$ cat src/rtl/frog_game_ctrl_if.sv
// Bundles the per-frame inputs and the game-state outputs of the frog controller.
// master = environment driving buttons/collisions, slave = the controller itself.
interface frog_game_ctrl_if;
  logic       frame_tick;
  logic       btn_up;
  logic       btn_down;
  logic       btn_left;
  logic       btn_right;
  logic       death_collision;
  logic       win_collision;
  logic [9:0] frog_x;
  logic [9:0] frog_y;
  logic [2:0] lives;
  logic [3:0] level;
  logic       frog_visible;
  logic       game_over;

  modport master (
    output frame_tick, btn_up, btn_down, btn_left, btn_right,
    output death_collision, win_collision,
    input  frog_x, frog_y, lives, level, frog_visible, game_over
  );

  modport slave (
    input  frame_tick, btn_up, btn_down, btn_left, btn_right,
    input  death_collision, win_collision,
    output frog_x, frog_y, lives, level, frog_visible, game_over
  );
endinterface

$ cat src/rtl/frog_game_ctrl.sv
// Frogger game-state controller: turns button presses into tile moves once per frame
// and sequences PLAY / DYING / WIN / GAME_OVER, tracking lives and level.
module frog_game_ctrl #(
  parameter int TILE_SIZE    = 32,
  parameter int SCREEN_W     = 640,
  parameter int SCREEN_H     = 480,
  parameter int START_X      = 320,
  parameter int START_Y      = 448,
  parameter int LIVES_INIT   = 3,
  parameter int DEATH_FRAMES = 60,
  parameter int WIN_FRAMES   = 30
) (
  input  logic               clk,
  input  logic               rst_n,
  frog_game_ctrl_if.slave    gif
);
  localparam int CNT_MAX = (DEATH_FRAMES > WIN_FRAMES) ? DEATH_FRAMES : WIN_FRAMES;
  localparam int CNT_W   = ($clog2(CNT_MAX) < 3) ? 3 : $clog2(CNT_MAX);

  localparam logic [9:0]       START_X_V  = 10'(START_X);
  localparam logic [9:0]       START_Y_V  = 10'(START_Y);
  localparam logic [10:0]      TILE_V     = 11'(TILE_SIZE);
  localparam logic [10:0]      MAX_X_V    = 11'(SCREEN_W - TILE_SIZE);
  localparam logic [10:0]      MAX_Y_V    = 11'(SCREEN_H - TILE_SIZE);
  localparam logic [2:0]       LIVES_V    = 3'(LIVES_INIT);
  localparam logic [CNT_W-1:0] DEATH_LAST = CNT_W'(DEATH_FRAMES - 1);
  localparam logic [CNT_W-1:0] WIN_LAST   = CNT_W'(WIN_FRAMES - 1);

  typedef enum logic [1:0] {S_PLAY, S_DYING, S_WIN, S_OVER} state_e;
  typedef enum logic [2:0] {MV_NONE, MV_UP, MV_DOWN, MV_LEFT, MV_RIGHT} move_e;

  state_e           state_q, state_d;
  move_e            pend_q, pend_d;
  logic [9:0]       x_q, x_d, y_q, y_d;
  logic [2:0]       lives_q, lives_d;
  logic [3:0]       level_q, level_d;
  logic             vis_q, vis_d, over_q, over_d;
  logic [CNT_W-1:0] cnt_q, cnt_d;
  logic [3:0]       hist_q, hist_d;

  logic [3:0]  btn, rise;
  move_e       press;
  logic [10:0] x_ext, y_ext;

  // Bit order {up, down, left, right} doubles as the press priority.
  always_comb begin
    btn   = {gif.btn_up, gif.btn_down, gif.btn_left, gif.btn_right};
    rise  = btn & ~hist_q;
    x_ext = {1'b0, x_q};
    y_ext = {1'b0, y_q};
    press = MV_NONE;
    if (rise[3])      press = MV_UP;
    else if (rise[2]) press = MV_DOWN;
    else if (rise[1]) press = MV_LEFT;
    else if (rise[0]) press = MV_RIGHT;
  end

  always_comb begin
    state_d = state_q;
    pend_d  = pend_q;
    x_d     = x_q;
    y_d     = y_q;
    lives_d = lives_q;
    level_d = level_q;
    vis_d   = vis_q;
    over_d  = over_q;
    cnt_d   = cnt_q;
    hist_d  = btn;

    unique case (state_q)
      S_PLAY: begin
        if (press != MV_NONE) pend_d = press;
        if (gif.frame_tick) begin
          if (gif.death_collision) begin
            state_d = S_DYING;
            cnt_d   = '0;
            pend_d  = MV_NONE;
            vis_d   = 1'b0;
          end else if (gif.win_collision) begin
            state_d = S_WIN;
            cnt_d   = '0;
            pend_d  = MV_NONE;
          end else begin
            // A press landing on the tick itself waits for the following frame.
            pend_d = press;
            case (pend_q)
              MV_UP:    if (y_ext >= TILE_V)           y_d = 10'(y_ext - TILE_V);
              MV_DOWN:  if (y_ext + TILE_V <= MAX_Y_V) y_d = 10'(y_ext + TILE_V);
              MV_LEFT:  if (x_ext >= TILE_V)           x_d = 10'(x_ext - TILE_V);
              MV_RIGHT: if (x_ext + TILE_V <= MAX_X_V) x_d = 10'(x_ext + TILE_V);
              default: ;
            endcase
          end
        end
      end

      S_DYING: begin
        if (gif.frame_tick) begin
          if (cnt_q == DEATH_LAST) begin
            lives_d = lives_q - 3'd1;
            pend_d  = MV_NONE;
            if (lives_q == 3'd1) begin
              state_d = S_OVER;
              vis_d   = 1'b0;
              over_d  = 1'b1;
            end else begin
              state_d = S_PLAY;
              x_d     = START_X_V;
              y_d     = START_Y_V;
              vis_d   = 1'b1;
            end
          end else begin
            cnt_d = cnt_q + CNT_W'(1);
            vis_d = cnt_d[2];
          end
        end
      end

      S_WIN: begin
        if (gif.frame_tick) begin
          if (cnt_q == WIN_LAST) begin
            level_d = (level_q == 4'd15) ? level_q : level_q + 4'd1;
            state_d = S_PLAY;
            pend_d  = MV_NONE;
            x_d     = START_X_V;
            y_d     = START_Y_V;
          end else begin
            cnt_d = cnt_q + CNT_W'(1);
          end
        end
      end

      S_OVER: begin
        if (|rise) begin
          state_d = S_PLAY;
          pend_d  = MV_NONE;
          lives_d = LIVES_V;
          level_d = 4'd0;
          x_d     = START_X_V;
          y_d     = START_Y_V;
          vis_d   = 1'b1;
          over_d  = 1'b0;
        end
      end
    endcase
  end

  // History resets high so a button held through reset is not seen as a press.
  always_ff @(posedge clk) begin
    if (!rst_n) begin
      state_q <= S_PLAY;
      pend_q  <= MV_NONE;
      x_q     <= START_X_V;
      y_q     <= START_Y_V;
      lives_q <= LIVES_V;
      level_q <= 4'd0;
      vis_q   <= 1'b1;
      over_q  <= 1'b0;
      cnt_q   <= '0;
      hist_q  <= 4'b1111;
    end else begin
      state_q <= state_d;
      pend_q  <= pend_d;
      x_q     <= x_d;
      y_q     <= y_d;
      lives_q <= lives_d;
      level_q <= level_d;
      vis_q   <= vis_d;
      over_q  <= over_d;
      cnt_q   <= cnt_d;
      hist_q  <= hist_d;
    end
  end

  assign gif.frog_x       = x_q;
  assign gif.frog_y       = y_q;
  assign gif.lives        = lives_q;
  assign gif.level        = level_q;
  assign gif.frog_visible = vis_q;
  assign gif.game_over    = over_q;
endmodule
$ cat src/flat_wrapper.sv
// flat-port wrapper written by rule: the top's interface ports become plain ports
module frog_game_ctrl_flat 
#(
  parameter int TILE_SIZE    = 32,
  parameter int SCREEN_W     = 640,
  parameter int SCREEN_H     = 480,
  parameter int START_X      = 320,
  parameter int START_Y      = 448,
  parameter int LIVES_INIT   = 3,
  parameter int DEATH_FRAMES = 60,
  parameter int WIN_FRAMES   = 30
)
  (clk, rst_n, gif_frame_tick, gif_btn_up, gif_btn_down, gif_btn_left, gif_btn_right, gif_death_collision, gif_win_collision, gif_frog_x, gif_frog_y, gif_lives, gif_level, gif_frog_visible, gif_game_over);
  frog_game_ctrl_if gif_i ();
  input  logic clk;
  input  logic rst_n;
  input wire logic [$bits(gif_i.frame_tick)-1:0] gif_frame_tick;
  input wire logic [$bits(gif_i.btn_up)-1:0] gif_btn_up;
  input wire logic [$bits(gif_i.btn_down)-1:0] gif_btn_down;
  input wire logic [$bits(gif_i.btn_left)-1:0] gif_btn_left;
  input wire logic [$bits(gif_i.btn_right)-1:0] gif_btn_right;
  input wire logic [$bits(gif_i.death_collision)-1:0] gif_death_collision;
  input wire logic [$bits(gif_i.win_collision)-1:0] gif_win_collision;
  output wire logic [$bits(gif_i.frog_x)-1:0] gif_frog_x;
  output wire logic [$bits(gif_i.frog_y)-1:0] gif_frog_y;
  output wire logic [$bits(gif_i.lives)-1:0] gif_lives;
  output wire logic [$bits(gif_i.level)-1:0] gif_level;
  output wire logic [$bits(gif_i.frog_visible)-1:0] gif_frog_visible;
  output wire logic [$bits(gif_i.game_over)-1:0] gif_game_over;
  assign gif_i.frame_tick = gif_frame_tick;
  assign gif_i.btn_up = gif_btn_up;
  assign gif_i.btn_down = gif_btn_down;
  assign gif_i.btn_left = gif_btn_left;
  assign gif_i.btn_right = gif_btn_right;
  assign gif_i.death_collision = gif_death_collision;
  assign gif_i.win_collision = gif_win_collision;
  assign gif_frog_x = gif_i.frog_x;
  assign gif_frog_y = gif_i.frog_y;
  assign gif_lives = gif_i.lives;
  assign gif_level = gif_i.level;
  assign gif_frog_visible = gif_i.frog_visible;
  assign gif_game_over = gif_i.game_over;
  frog_game_ctrl #(.TILE_SIZE(TILE_SIZE), .SCREEN_W(SCREEN_W), .SCREEN_H(SCREEN_H), .START_X(START_X), .START_Y(START_Y), .LIVES_INIT(LIVES_INIT), .DEATH_FRAMES(DEATH_FRAMES), .WIN_FRAMES(WIN_FRAMES)) u_core (.clk(clk), .rst_n(rst_n), .gif(gif_i));
endmodule
$ cat config.mk
export PLATFORM = sky130hd
export DESIGN_NAME = frog_game_ctrl_flat
export DESIGN_NICKNAME = d
export VERILOG_FILES = /design/src/rtl/frog_game_ctrl_if.sv /design/src/rtl/frog_game_ctrl.sv /design/src/flat_wrapper.sv
export SDC_FILE = /design/constraint.sdc
export NUM_CORES = 1
export LEC_CHECK = 0
export BUFFER_PORTS_ARGS = -buffer_cell sky130_fd_sc_hd__buf_2
export CAP_MARGIN = 20
export CORE_UTILIZATION = 55
export DETAILED_ROUTE_END_ITERATION = 8
export PLACE_DENSITY = 0.78
export RECOVER_POWER = 100
export REMOVE_ABC_BUFFERS = 1
export SLEW_MARGIN = 20
export SYNTH_ARGS = -nofsm -noshare
export SYNTH_HDL_FRONTEND = slang
export SYNTH_SLANG_ARGS = --single-unit
$ cat constraint.sdc
create_clock -name clk -period 5.78 [get_ports clk]
set_clock_uncertainty 0.2 [all_clocks]
set_input_delay 0.289 -clock clk [delete_from_list [all_inputs] [get_ports clk]]
set_output_delay 0.289 -clock clk [all_outputs]
set_load 0.01 [all_outputs]
# After elaboration in Yosys (flattened, before gate mapping)
# Cells that the tools add are included.
# totals
ff_bits	44
in_bits	9
out_inout_bits	29
elab_cells	151
# op_classes
addsub	7
magnitude_cmp	4
eq_ne	33
n_mux	79
bitwise	2
reduce_logical	16
# ops
op	count
two-way mux 10 bit	22
case mux 10 bit (4 select lines)	2
two-way mux 3 bit	16
two-way mux 6 bit	7
case mux 10 bit (2 select lines)	2
AND reduction 12 bit	2
adder 10 x 6 -> 11 bit, second input constant	2
greater-or-equal comparator 10 x 6 -> 1 bit, second input constant	2
!= test 2 bit, second input constant	10
subtractor 10 x 6 -> 10 bit, second input constant	2
two-way mux 2 bit	9
case mux 6 bit (3 select lines)	1
two-way mux 4 bit	4
!= test 3 x 2 -> 1 bit, second input constant	5
AND reduction 5 bit	3
AND reduction 7 bit	2
case mux 3 bit (4 select lines)	1
<= comparator 11 x 10 -> 1 bit, second input constant	1
<= comparator 11 x 9 -> 1 bit, second input constant	1
two-way mux 1 bit	10
!= test 3 bit, second input constant	3
nonzero test 3 bit	3
!= test 2 x 1 -> 1 bit, second input constant	4
case mux 2 bit (4 select lines)	1
other kinds (22)	26

# Longest topological paths before layout
# Gate-level depths: netlist (run 1).
# depth
depth_word	10
ltp_mapped	9
depth_no_buf	8

# Least setup slack after synthesis (run 1)
# No wires, ideal clock.
# synth_path
kind	register to register
from	register u_core.x_q[5], in the netlist u_core.gif.frog_x[5]
to	register u_core.x_q[5], in the netlist u_core.gif.frog_x[5]
setup_time_ns	0.116
arrival_ns	1.960
required_time_ns	5.464
slack_ns	3.504
stages_incl_launch_ff	9
path_buffers	0
period_less_slack_ns	2.276
cell_sequence	dfxtp_1 > inv_1 > ha_1 > nand2b_1 > a21oi_1 > a2111oi_0 > nor3_2 > and3_1 > a31o_2
# synth_between
elab_chain_cells	7
word_cells_on_any_way	14
cone_classes	add/sub (2); order compare (2); eq/ne (2); mux (7); reduce/logical (1)
# synth_rtl
item	line_no	text
start, declared	frog_game_ctrl.sv:34	logic [9:0] x_q, x_d, y_q, y_d;
start signal, assigned	frog_game_ctrl.sv:153	x_q <= START_X_V;
start signal, assigned	frog_game_ctrl.sv:164	x_q <= x_d;
branches (longest 7 deep; another with adder 10 x 6 -> 11 bit)	-	
# Several ways; the timed one is not identified. The select of a mux whose other input is x is not followed.
# A chain may end at the register's enable or synchronous reset.

# Final worst setup path (run 1)
# layout_path
from	register u_core.state_q[0]
to	register u_core.cnt_q[4]
# layout_between
elab_chain_cells	3
word_cells_on_any_way	12
cone_classes	eq/ne (8); mux (1); reduce/logical (3)
# layout_rtl
item	line_no	text
start, declared	frog_game_ctrl.sv:32	state_e state_q, state_d;
start signal, assigned	frog_game_ctrl.sv:162	state_q <= state_d;
== test 2 bit, or another cell as far along	frog_game_ctrl.sv:70	unique case (state_q)
!= test 2 bit (no source line), or another cell as far along	-	
AND reduction 7 bit (no source line)	-	
end signal, assigned	frog_game_ctrl.sv:170	cnt_q <= cnt_d;
end, declared	frog_game_ctrl.sv:38	logic [CNT_W-1:0] cnt_q, cnt_d;
# Several ways; a longest one is shown, not always the timed one.

==> results.sh, run 1 <==
export IMPL_peakVddDrop_mv=0.183
export IMPL_grt_max_degree=33
export IMPL_grt_pass1_wl_mm=8.49
export IMPL_worst_slew_pin_slew_ns=1.34
export IMPL_pwr_share_comb_pct=48.2
export IMPL_syn2layout_area_growth_pct=7.54
export IMPL_p_clk_share_pct=21.6
export IMPL_layout_cells_non_filler=380
export IMPL_drcViolationCount=0
export IMPL_synth_edf_count=0
export IMPL_timing_final_hold_violations=0
export IMPL_cts_resized_gates=0
export IMPL_final_nets=354
export IMPL_hpwl_mm=3.69
export IMPL_max_cap_viol_count=0
export IMPL_power_switching_mw=0.444
export IMPL_ioPinCount=38
export IMPL_synthTopCellsByArea="dfxtp_1 28%, ha_1 8.3%, nand2_1 4.5%"
export IMPL_finalCriticalPeriod_ns=2.96
export IMPL_fmax_ghz=0.338
export IMPL_dieArea_um2=4650
export IMPL_die_height_um=68.2
export IMPL_p_total_mw=1.01
export IMPL_path_class="register to register"
export IMPL_ys_async_sr_fraction_pct=0
export IMPL_min_period_over_period_pct=51.2
export IMPL_worst_slack_ns=2.82
export IMPL_ys_seq_area_share_pct=28.3
export IMPL_rsz0062_at_grt="false"
export IMPL_yosysWarnings=0
export IMPL_dpl_worst_slack_ns=3.05
export IMPL_die_w_um=68.2
export IMPL_first_pass_iters=4
export IMPL_synth_ff_latch_count=34
export IMPL_synth_distinct_cells=59
export IMPL_power_density_nw_per_um2=390
export IMPL_start_util_pct=58.5
export IMPL_netlist_instances=304
export IMPL_slew_headroom_pct=10.4
export IMPL_drtIter0Drc=185
export IMPL_seqCellArea_um2=681
export IMPL_htree_num_levels=2
export IMPL_crit_fanout=22
export IMPL_clock_sink_count=34
export IMPL_core_area_um2=4120
export IMPL_fin_hold_ws_ns=0.000122
export IMPL_port_buffer_count=27
export IMPL_fin_setup_tns_ns=0
export IMPL_final_util_pct=62.9
export IMPL_p_leak_nw=1.03
export IMPL_insertedDiodeCount=0
export IMPL_outcome="finished clean"
export IMPL_wl_per_cell_um=13.7
export IMPL_drive_gt1_share_pct=6.06
export IMPL_synthFlopType="dfxtp_1"
export IMPL_avgSynthCellArea_um2=7.92
export IMPL_multi_input_area_um2=1540
export IMPL_cp_start_kind="register"
export IMPL_critPathArrivalTime_ns=2.97
export IMPL_design_area_um2=2590
export IMPL_p_sw_share_pct=44.0
export IMPL_gp_congestion=0.893
export IMPL_clock_latency_ns=0.29
export IMPL_fillers=393
export IMPL_antenna_found_initial=0
export IMPL_cts_tree="built"
export IMPL_vias=2263
export IMPL_placed_area_um2=2510
export IMPL_critPathRequiredTime_ns=5.80
export IMPL_yosys_area_top_type_share_pct=28.3
export IMPL_clk_pin_slew_ns=0.07
export IMPL_avgViaCountPerCell=5.96
export IMPL_synth_top_cell_by_area="dfxtp_1"
export IMPL_cts_buffers=5
export IMPL_syn_area_um2=2410
export IMPL_grt_pass1_vias=1843
export IMPL_track_usage_pct=24.0
export IMPL_ant_nets=0
export IMPL_internal_power_mw=0.565
export IMPL_overflow=0
export IMPL_maxSlewViolCount=0
export IMPL_rows=23
export IMPL_end_kind="register"
export IMPL_wirelength_mm=5.20
export IMPL_worstHoldPathType="input pin to register"
export IMPL_cts_root_buf="clkbuf_8"
export IMPL_dp_cells=370
export IMPL_p_seq_share_pct=30.3
export IMPL_clk_path_buf_depth=2
export IMPL_setup_viol=0
-- Yosys cell counts (6+ instances only) --
cell type,n
and3_1,6
buf_4,10
clkbuf_1,7
a21oi_1,14
mux2i_1,6
dfxtp_1,34
nand3_1,14
o21ai_0,14
nand2b_1,14
inv_1,16
nor2_1,28
a21boi_0,6
nand2_1,29
ha_1,16
-- layout make-up --
class / count / area share (%)
repair buffers: 29 / 5.03
well taps: 50 / 2.42
multi-input cells: 242 / 59.6
inverters: 17 / 2.46
clock buffers: 5 / 2.66
clock inverters: 3 / 1.55
flip-flops and latches: 34 / 26.3
-- power groups by stage --
stage	registers, mW	clock network (mW)	logic [mW]
detailed placement	0.309	0	0.491
global placement	0.307	0	0.485
floorplan	0.308	0	0.377
global route	0.311	0.230	0.545
finish	0.306	0.218	0.486
CTS	0.304	0.220	0.498
-- repair_timing --
| item | in CTS | in global routing |
|---|---|---|
| endpoints found under the hold margin | 2 | 0 |
| hold buffers | 2 | 0 |
| setup buffers | 0 | 0 |
-- registers in the layout, indices dropped and copies added (netlist names) --
register,flops
u_core.cnt_q,6
u_core.gif.frog_x,5
u_core.gif.frog_y,5
u_core.gif.level,4
u_core.hist_q,4
u_core.gif.lives,3
u_core.pend_q,3
u_core.state_q,2
u_core.gif.frog_visible,1
u_core.gif.game_over,1
-- worst max-delay path: stages (launching register included) --
cell	delay, ns
dfxtp_1	0.35
inv_1	0.09
ha_1	0.62
inv_1	0.32
a221oi_1	0.60
nand3_1	0.20
or4_1	0.42
o21ai_0	0.08
-- path summary, 6_finish.rpt --
kind	start	end	slack [ns]	cells past startpoint
hold reg to reg	u_core.cnt_q[4]	u_core.cnt_q[4]	0.31	2
setup / recovery	u_core.state_q[0]	u_core.cnt_q[4]	2.82	7
hold / removal	gif_btn_up	u_core.hist_q[3]	0.0001	2
setup reg to reg	u_core.state_q[0]	u_core.cnt_q[4]	2.82	7
-- kinds of logic after synthesis --
family / Yosys count / share of synthesized area, %
compound gates: 71 / 20.7
mux: 8 / 3.43
flops: 34 / 28.3
fa+ha+maj: 16 / 8.32
other cells: 1 / 0.156
buf+inv: 37 / 8.00
xor+xnor: 10 / 3.64
simple gates: 127 / 27.5
-- routing by layer --
layer	share of wire (%)	vias to the layer above	track usage (%)
li1	-	1119	-
met1	49	1054	34.6
met2	44	85	34.8
met3	5.4	5	5.00
met4	0.79	0	7.81
met5	0	-	0
-- placed cells by master, fill, tap and decap left out, types with 6 or more instances in the layout --
| cell type | Yosys | routed |
|---|---|---|
| nand3_1 | 14 | 14 |
| nand2_1 | 29 | 29 |
| o31ai_1 | 5 | 6 |
| dfxtp_1 | 34 | 34 |
| inv_1 | 16 | 16 |
| clkbuf_1 | 7 | 20 |
| a21boi_0 | 6 | 6 |
| buf_2 | 1 | 7 |
| a21oi_1 | 14 | 15 |
| o21ai_0 | 14 | 14 |
| and3_1 | 6 | 6 |
| ha_1 | 16 | 16 |
| conb_1 | 1 | 10 |
| mux2i_1 | 6 | 6 |
| nor2_1 | 28 | 28 |
| nand2b_1 | 14 | 14 |
No activity file was read; power rests on OpenSTA's default activity.
==> run 2: changes to the inputs <==
--- a/config.mk
+++ b/config.mk
@@ -5,11 +5,12 @@
 export SDC_FILE = /design/constraint.sdc
 export NUM_CORES = 1
 export LEC_CHECK = 0
+export ABC_AREA = 1
 export BUFFER_PORTS_ARGS = -buffer_cell sky130_fd_sc_hd__buf_2
 export CAP_MARGIN = 20
 export CORE_UTILIZATION = 55
 export DETAILED_ROUTE_END_ITERATION = 8
-export PLACE_DENSITY = 0.78
+export PLACE_DENSITY = 0.77
 export RECOVER_POWER = 100
 export REMOVE_ABC_BUFFERS = 1
 export SLEW_MARGIN = 20
==> constraint.sdc (replaced) <==
create_clock -name clk -period 3.1 [get_ports clk]
set_clock_uncertainty 0.2 [all_clocks]
set_input_delay 0.155 -clock clk [delete_from_list [all_inputs] [get_ports clk]]
set_output_delay 0.155 -clock clk [all_outputs]
set_load 0.01 [all_outputs]
==> results.sh, run 2 <==
export IMPL_critical_path_slowest_cell="nor2_1"
export IMPL_yosys_area_top_type_share_pct=26.7
export IMPL_dieArea_um2=4920
export IMPL_rsz0062_at_grt="false"
export IMPL_wirelength_mm=5.40
export IMPL_cts_tree="built"
export IMPL_cts_resized_gates=0
export IMPL_synthTopCellsByCount="95 x nand2_1, 47 x nor2_1, 41 x inv_1"
export IMPL_syn2layout_area_growth_pct=7.55
export IMPL_fmax_ghz=0.395
export IMPL_rows=24
export IMPL_p_total_mw=1.86
export IMPL_path_class="register to register"
export IMPL_track_usage_pct=23.8
export IMPL_cts_setup_buffers=0
export IMPL_crit_buf_inv=2
export IMPL_wl_per_cell_um=11.3
export IMPL_outcome="finished clean"
export IMPL_synthFlopType="dfxtp_1"
export IMPL_maxSlewViolCount=0
export IMPL_ioPinCount=38
export IMPL_synth_edf_count=0
export IMPL_critical_path_depth=11
export IMPL_p_leak_nw=1.34
export IMPL_gp_congestion=0.906
export IMPL_grt_pass1_wl_mm=9.58
export IMPL_crit_fanout=9
export IMPL_timing_final_hold_violations=0
export IMPL_antenna_found_initial=0
export IMPL_fin_setup_tns_ns=0
export IMPL_crit_chain="inv_1 > ha_1 > inv_1 > o21bai_2 > nand2_2 > nor2_1 > nand2_1 > nor2_8 > nand2_1 > nand2_1 > nand3_1"
export IMPL_syn_area_um2=2550
export IMPL_placed_area_um2=2690
export IMPL_min_period_over_period_pct=81.6
export IMPL_grt_pass1_vias=2277
export IMPL_ant_nets=0
export IMPL_power_density_nw_per_um2=676
export IMPL_ys_seq_area_share_pct=26.7
export IMPL_worstHoldPathType="input pin to register"
export IMPL_setup_viol=0
export IMPL_first_pass_iters=5
export IMPL_hold_depth=4
export IMPL_cts_hold_buffers=4
export IMPL_cp_top_family="simple AND/OR/NAND/NOR gates"
export IMPL_peakVddDrop_mv=0.363
export IMPL_fillers=445
export IMPL_final_nets=451
export IMPL_vias=2466
export IMPL_port_buffer_count=27
export IMPL_final_common_cell="nand2_1"
export IMPL_largest_register="u_core.cnt_q"
export IMPL_fin_hold_ws_ns=0.0447
export IMPL_design_area_um2=2750
export IMPL_synth_ff_latch_count=34
export IMPL_clock_sink_count=34
export IMPL_drcViolationCount=0
export IMPL_overflow=0
export IMPL_avgViaCountPerCell=5.15
export IMPL_final_util_pct=62.2
export IMPL_max_cap_viol_count=0
export IMPL_avgSynthCellArea_um2=6.46
export IMPL_die_w_um=70.1
export IMPL_final_cell_mix="97 x nand2_1, 50 x nor2_1, 43 x inv_1"
export IMPL_clk_path_buf_depth=2
export IMPL_clock_latency_ns=0.28
export IMPL_start_util_pct=57.8
export IMPL_drtIter0Drc=146
export IMPL_critPathRequiredTime_ns=3.03
export IMPL_synth_top_cell_by_area="dfxtp_1"
export IMPL_finalCriticalPeriod_ns=2.53
export IMPL_drive_gt1_share_pct=10.1
export IMPL_reg2reg_depth=11
export IMPL_htree_num_levels=2
export IMPL_critPathArrivalTime_ns=2.46
export IMPL_largest_reg_flops=6
export IMPL_crit_top_cell="nand2_1"
export IMPL_core_area_um2=4410
export IMPL_hpwl_mm=4.05
export IMPL_cts_buffers=5
export IMPL_grt_max_degree=18
export IMPL_synth_distinct_cells=34
export IMPL_netlist_instances=395
export IMPL_yosysMostFrequentCell="nand2_1"
export IMPL_cts_root_buf="clkbuf_8"
export IMPL_insertedDiodeCount=0
export IMPL_cp_start_kind="register"
export IMPL_slew_headroom_pct=49.5
export IMPL_die_height_um=70.1
export IMPL_end_kind="register"
export IMPL_yosysWarnings=0
export IMPL_clk_pin_slew_ns=0.07
export IMPL_worst_slew_pin_slew_ns=0.758
export IMPL_synthTopCellsByArea="dfxtp_1 27%, nand2_1 14%, ha_1 7.8%"
export IMPL_slowest_delay_ns=0.47
export IMPL_ys_async_sr_fraction_pct=0
[run 2: cell count changes after synthesis, moves of 10 or more]
| cell | change |
|---|---|
| inv_1 | +25 |
| inv_2 | +10 |
| nand2_1 | +66 |
| nand2b_1 | -14 |
| nand3_1 | +24 |
| nor2_1 | +19 |
| o21ai_1 | +10 |
[run 2: area by class of cell]
type | instances | area (µm²) | area share [%]
multi-input combinational | 301 | 1560 | 56.7
sequential | 34 | 681 | 24.8
inverter | 53 | 201 | 7.34
timing repair buffer | 31 | 150 | 5.47
clock buffer | 7 | 86.3 | 3.14
tap | 52 | 65.1 | 2.37
clock inverter | 1 | 5.00 | 0.182
[run 2: stage by stage]
step | instances | setup WS [ns]
finish | 479 | 0.571
global route | 479 | 0.326
CTS | 479 | 0.868
detailed placement | 467 | 0.882
global placement | 467 | 0.996
floorplan | 388 | 1.17
[run 2: final timing paths]
kind	start	end	slack, ns
setup / recovery	u_core.state_q[0]	u_core.gif.frog_x[6]	0.57
hold / removal	gif_death_collision	u_core.state_q[1]	0.04
setup reg to reg	u_core.state_q[0]	u_core.gif.frog_x[6]	0.57
hold reg to reg	u_core.gif.lives[1]	u_core.gif.lives[1]	0.28
[run 2: tightest hold or removal path, delay by kind of cell]
family                 cells  cell delay [ns]
AND/OR/NAND/NOR            1             0.07
buffers and inverters      1             0.11
AO/OA/AOI/OAI              2             0.14
[run 2: logic make-up (layout without fill, tap and decap cells)]
| logic type | after synthesis | count (layout) | synth area share, % |
|---|---|---|---|
| DFF | 34 | 34 | 26.7 |
| AOI/OAI and AO/OA | 47 | 47 | 10.1 |
| other | 1 | 10 | 0.147 |
| xor gates and xnor gates | 9 | 9 | 3.09 |
| buffers and inverters | 69 | 92 | 11.9 |
| adders and majority gates | 16 | 16 | 7.84 |
| and+or+nand+nor | 219 | 219 | 40.2 |
[run 2: power by group]
group / leakage [nW] / switching, mW / internal, mW
combinational: 1.01 / 0.584 / 0.303
sequential: 0.278 / 0.109 / 0.519
clock: 0.0482 / 0.161 / 0.179
[run 2: layer usage]
| layer | vias to the layer above | wire length (µm) | track usage, % |
|---|---|---|---|
| met5 | - | 0 | 0 |
| met3 | 4 | 226 | 3.90 |
| met2 | 57 | 2650 | 42.4 |
| met1 | 1105 | 2480 | 29.1 |
| li1 | 1300 | - | - |
| met4 | 0 | 40 | 7.11 |
==> run 3: changes to the inputs <==
--- a/config.mk
+++ b/config.mk
@@ -5,12 +5,12 @@
 export SDC_FILE = /design/constraint.sdc
 export NUM_CORES = 1
 export LEC_CHECK = 0
-export ABC_AREA = 1
+export ABC_AREA = 0
 export BUFFER_PORTS_ARGS = -buffer_cell sky130_fd_sc_hd__buf_2
 export CAP_MARGIN = 20
 export CORE_UTILIZATION = 55
 export DETAILED_ROUTE_END_ITERATION = 8
-export PLACE_DENSITY = 0.77
+export PLACE_DENSITY = 0.78
 export RECOVER_POWER = 100
 export REMOVE_ABC_BUFFERS = 1
 export SLEW_MARGIN = 20
==> constraint.sdc (replaced) <==
create_clock -name clk -period 2.45 [get_ports clk]
set_clock_uncertainty 0.2 [all_clocks]
set_input_delay 0.1225 -clock clk [delete_from_list [all_inputs] [get_ports clk]]
set_output_delay 0.1225 -clock clk [all_outputs]
set_load 0.01 [all_outputs]
==> results.sh, run 3 (same netlist as run 1, synthesis figures left out) <==
export IMPL_peakVddDrop_mv=0.534
export IMPL_ioPinCount=38
export IMPL_syn2layout_area_growth_pct=15.9
export IMPL_slowest_delay_ns=0.35
export IMPL_rows=23
export IMPL_cts_tree="built"
export IMPL_maxSlewViolCount=0
export IMPL_drtIter0Drc=154
export IMPL_drcViolationCount=0
export IMPL_r2r_slack_ns=0.18
export IMPL_worstHoldPathType="input pin to register"
export IMPL_worst_slew_pin_slew_ns=0.522
export IMPL_timing_final_hold_violations=0
export IMPL_cts_root_buf="clkbuf_8"
export IMPL_cp_top_family="compound AO/OA/AOI/OAI gates"
export IMPL_first_pass_iters=4
export IMPL_antenna_found_initial=0
export IMPL_p_total_mw=2.53
export IMPL_grt_max_degree=19
export IMPL_largest_register="u_core.cnt_q"
export IMPL_critical_path_slowest_cell="dfxtp_1"
export IMPL_cts_setup_buffers=0
export IMPL_p_leak_nw=1.12
export IMPL_die_w_um=68.2
export IMPL_setup_viol=0
export IMPL_fmax_ghz=0.440
export IMPL_ant_nets=0
export IMPL_min_period_over_period_pct=92.8
export IMPL_finalCriticalPeriod_ns=2.27
export IMPL_rsz0062_at_grt="false"
export IMPL_gp_congestion=0.855
export IMPL_largest_reg_flops=6
export IMPL_clk_pin_slew_ns=0.07
export IMPL_outcome="finished clean"
export IMPL_vias=2261
export IMPL_end_kind="register"
export IMPL_power_density_nw_per_um2=907
export IMPL_start_util_pct=58.5
export IMPL_grt_pass1_wl_mm=9.09
export IMPL_core_area_um2=4120
export IMPL_slew_headroom_pct=64.9
export IMPL_dieArea_um2=4650
export IMPL_critPathRequiredTime_ns=2.44
export IMPL_avgViaCountPerCell=5.61
export IMPL_layout_cells_non_filler=403
export IMPL_insertedDiodeCount=0
export IMPL_final_cell_mix="34 x dfxtp_1, 29 x nand2_1, 28 x nor2_1"
export IMPL_critPathArrivalTime_ns=2.26
export IMPL_hpwl_mm=3.91
export IMPL_crit_buf_inv=1
export IMPL_cp_start_kind="register"
export IMPL_clock_latency_ns=0.29
export IMPL_track_usage_pct=26.1
export IMPL_drive_gt1_share_pct=11.3
export IMPL_port_buffer_count=27
export IMPL_crit_fanout=8
export IMPL_grt_pass1_vias=2089
export IMPL_final_nets=377
export IMPL_cts_buffers=5
export IMPL_htree_num_levels=2
export IMPL_path_class="register to register"
export IMPL_die_height_um=68.2
export IMPL_wirelength_mm=5.43
export IMPL_clock_sink_count=34
export IMPL_dp_cells=386
export IMPL_crit_chain="inv_1 > ha_1 > nor2b_1 > o31ai_1 > o2111ai_2 > nor3_4 > nand2_1 > a31o_2"
export IMPL_clk_path_buf_depth=2
export IMPL_overflow=0
export IMPL_max_cap_viol_count=0
export IMPL_fin_setup_tns_ns=0
export IMPL_wl_per_cell_um=13.5
export IMPL_final_common_cell="dfxtp_1"
## run 3: cell count changes in the layout (fill, tap and decap cells not counted), sizes merged, moves of 6 or more
cell    previous run  this run
nand2b             0        14
nand2             99        29
a21boi             0         6
or2                8         0
o31ai              0         6
nor2              56        29
and3               0         6
inv               52        16
buf                7        21
mux2i              0         6
nand3             44        14
## run 3: where the power goes
part,switching [mW],internal [mW]
combinational,0.829,0.556
clock,0.209,0.227
sequential,0.0859,0.625
## run 3: final cells by class
cell class	instances	area (µm²)
inverters	17	63.8
repair buffers	52	305
multi-input cells	242	1590
well taps	50	62.6
clock buffers	7	86.3
clock inverters	1	5.00
fillers	372	1330
flip-flops and latches	34	681
## run 3: repair_timing
action | in CTS | in global routing
hold buffers | 9 | 0
resized for setup | 0 | 5
endpoints found under the hold margin | 5 | 0
setup endpoints to repair | 0 | 6
## run 3: worst paths after layout
| kind | to | from | depth (start not counted) |
|---|---|---|---|
| hold / removal | u_core.state_q[1] | gif_death_collision | 3 |
| setup / recovery | u_core.gif.frog_x[5] | u_core.gif.lives[1] | 8 |
| hold reg to reg | u_core.gif.frog_visible | u_core.gif.frog_visible | 2 |
| setup reg to reg | u_core.gif.frog_x[5] | u_core.gif.lives[1] | 8 |
## run 3: layer usage
metal | vias up | track usage (%) | routed length, µm | share of wire [%]
li1 | 1162 | - | - | -
met1 | 1036 | 33.4 | 2620 | 48
met2 | 55 | 41.7 | 2500 | 46
met3 | 8 | 6.00 | 226 | 4.2
met4 | 0 | 10.7 | 81 | 1.5
met5 | - | 0 | 0 | 0
## run 3: worst min-delay path, cell delays in order
cell and delay, ns:
buf_2 0.13, mux2_2 0.16, a211oi_1 0.06
## run 3: per-stage QoR
stage | setup WS, ns | area (µm²) | hold WS, ns | utilization (%)
5_1_grt | 0.0144 | 2790 | 0.0720 | 67.8
3_3_place_gp | 0.107 | 2630 | 0.122 | 63.9
4_1_cts | 0.0465 | 2810 | 0.0163 | 68.3
3_5_place_dp | 0.0754 | 2630 | 0.126 | 63.9
6_report | 0.177 | 2790 | 0.0258 | 67.8
2_1_floorplan | 0.135 | 2310 | -0.0156 | -
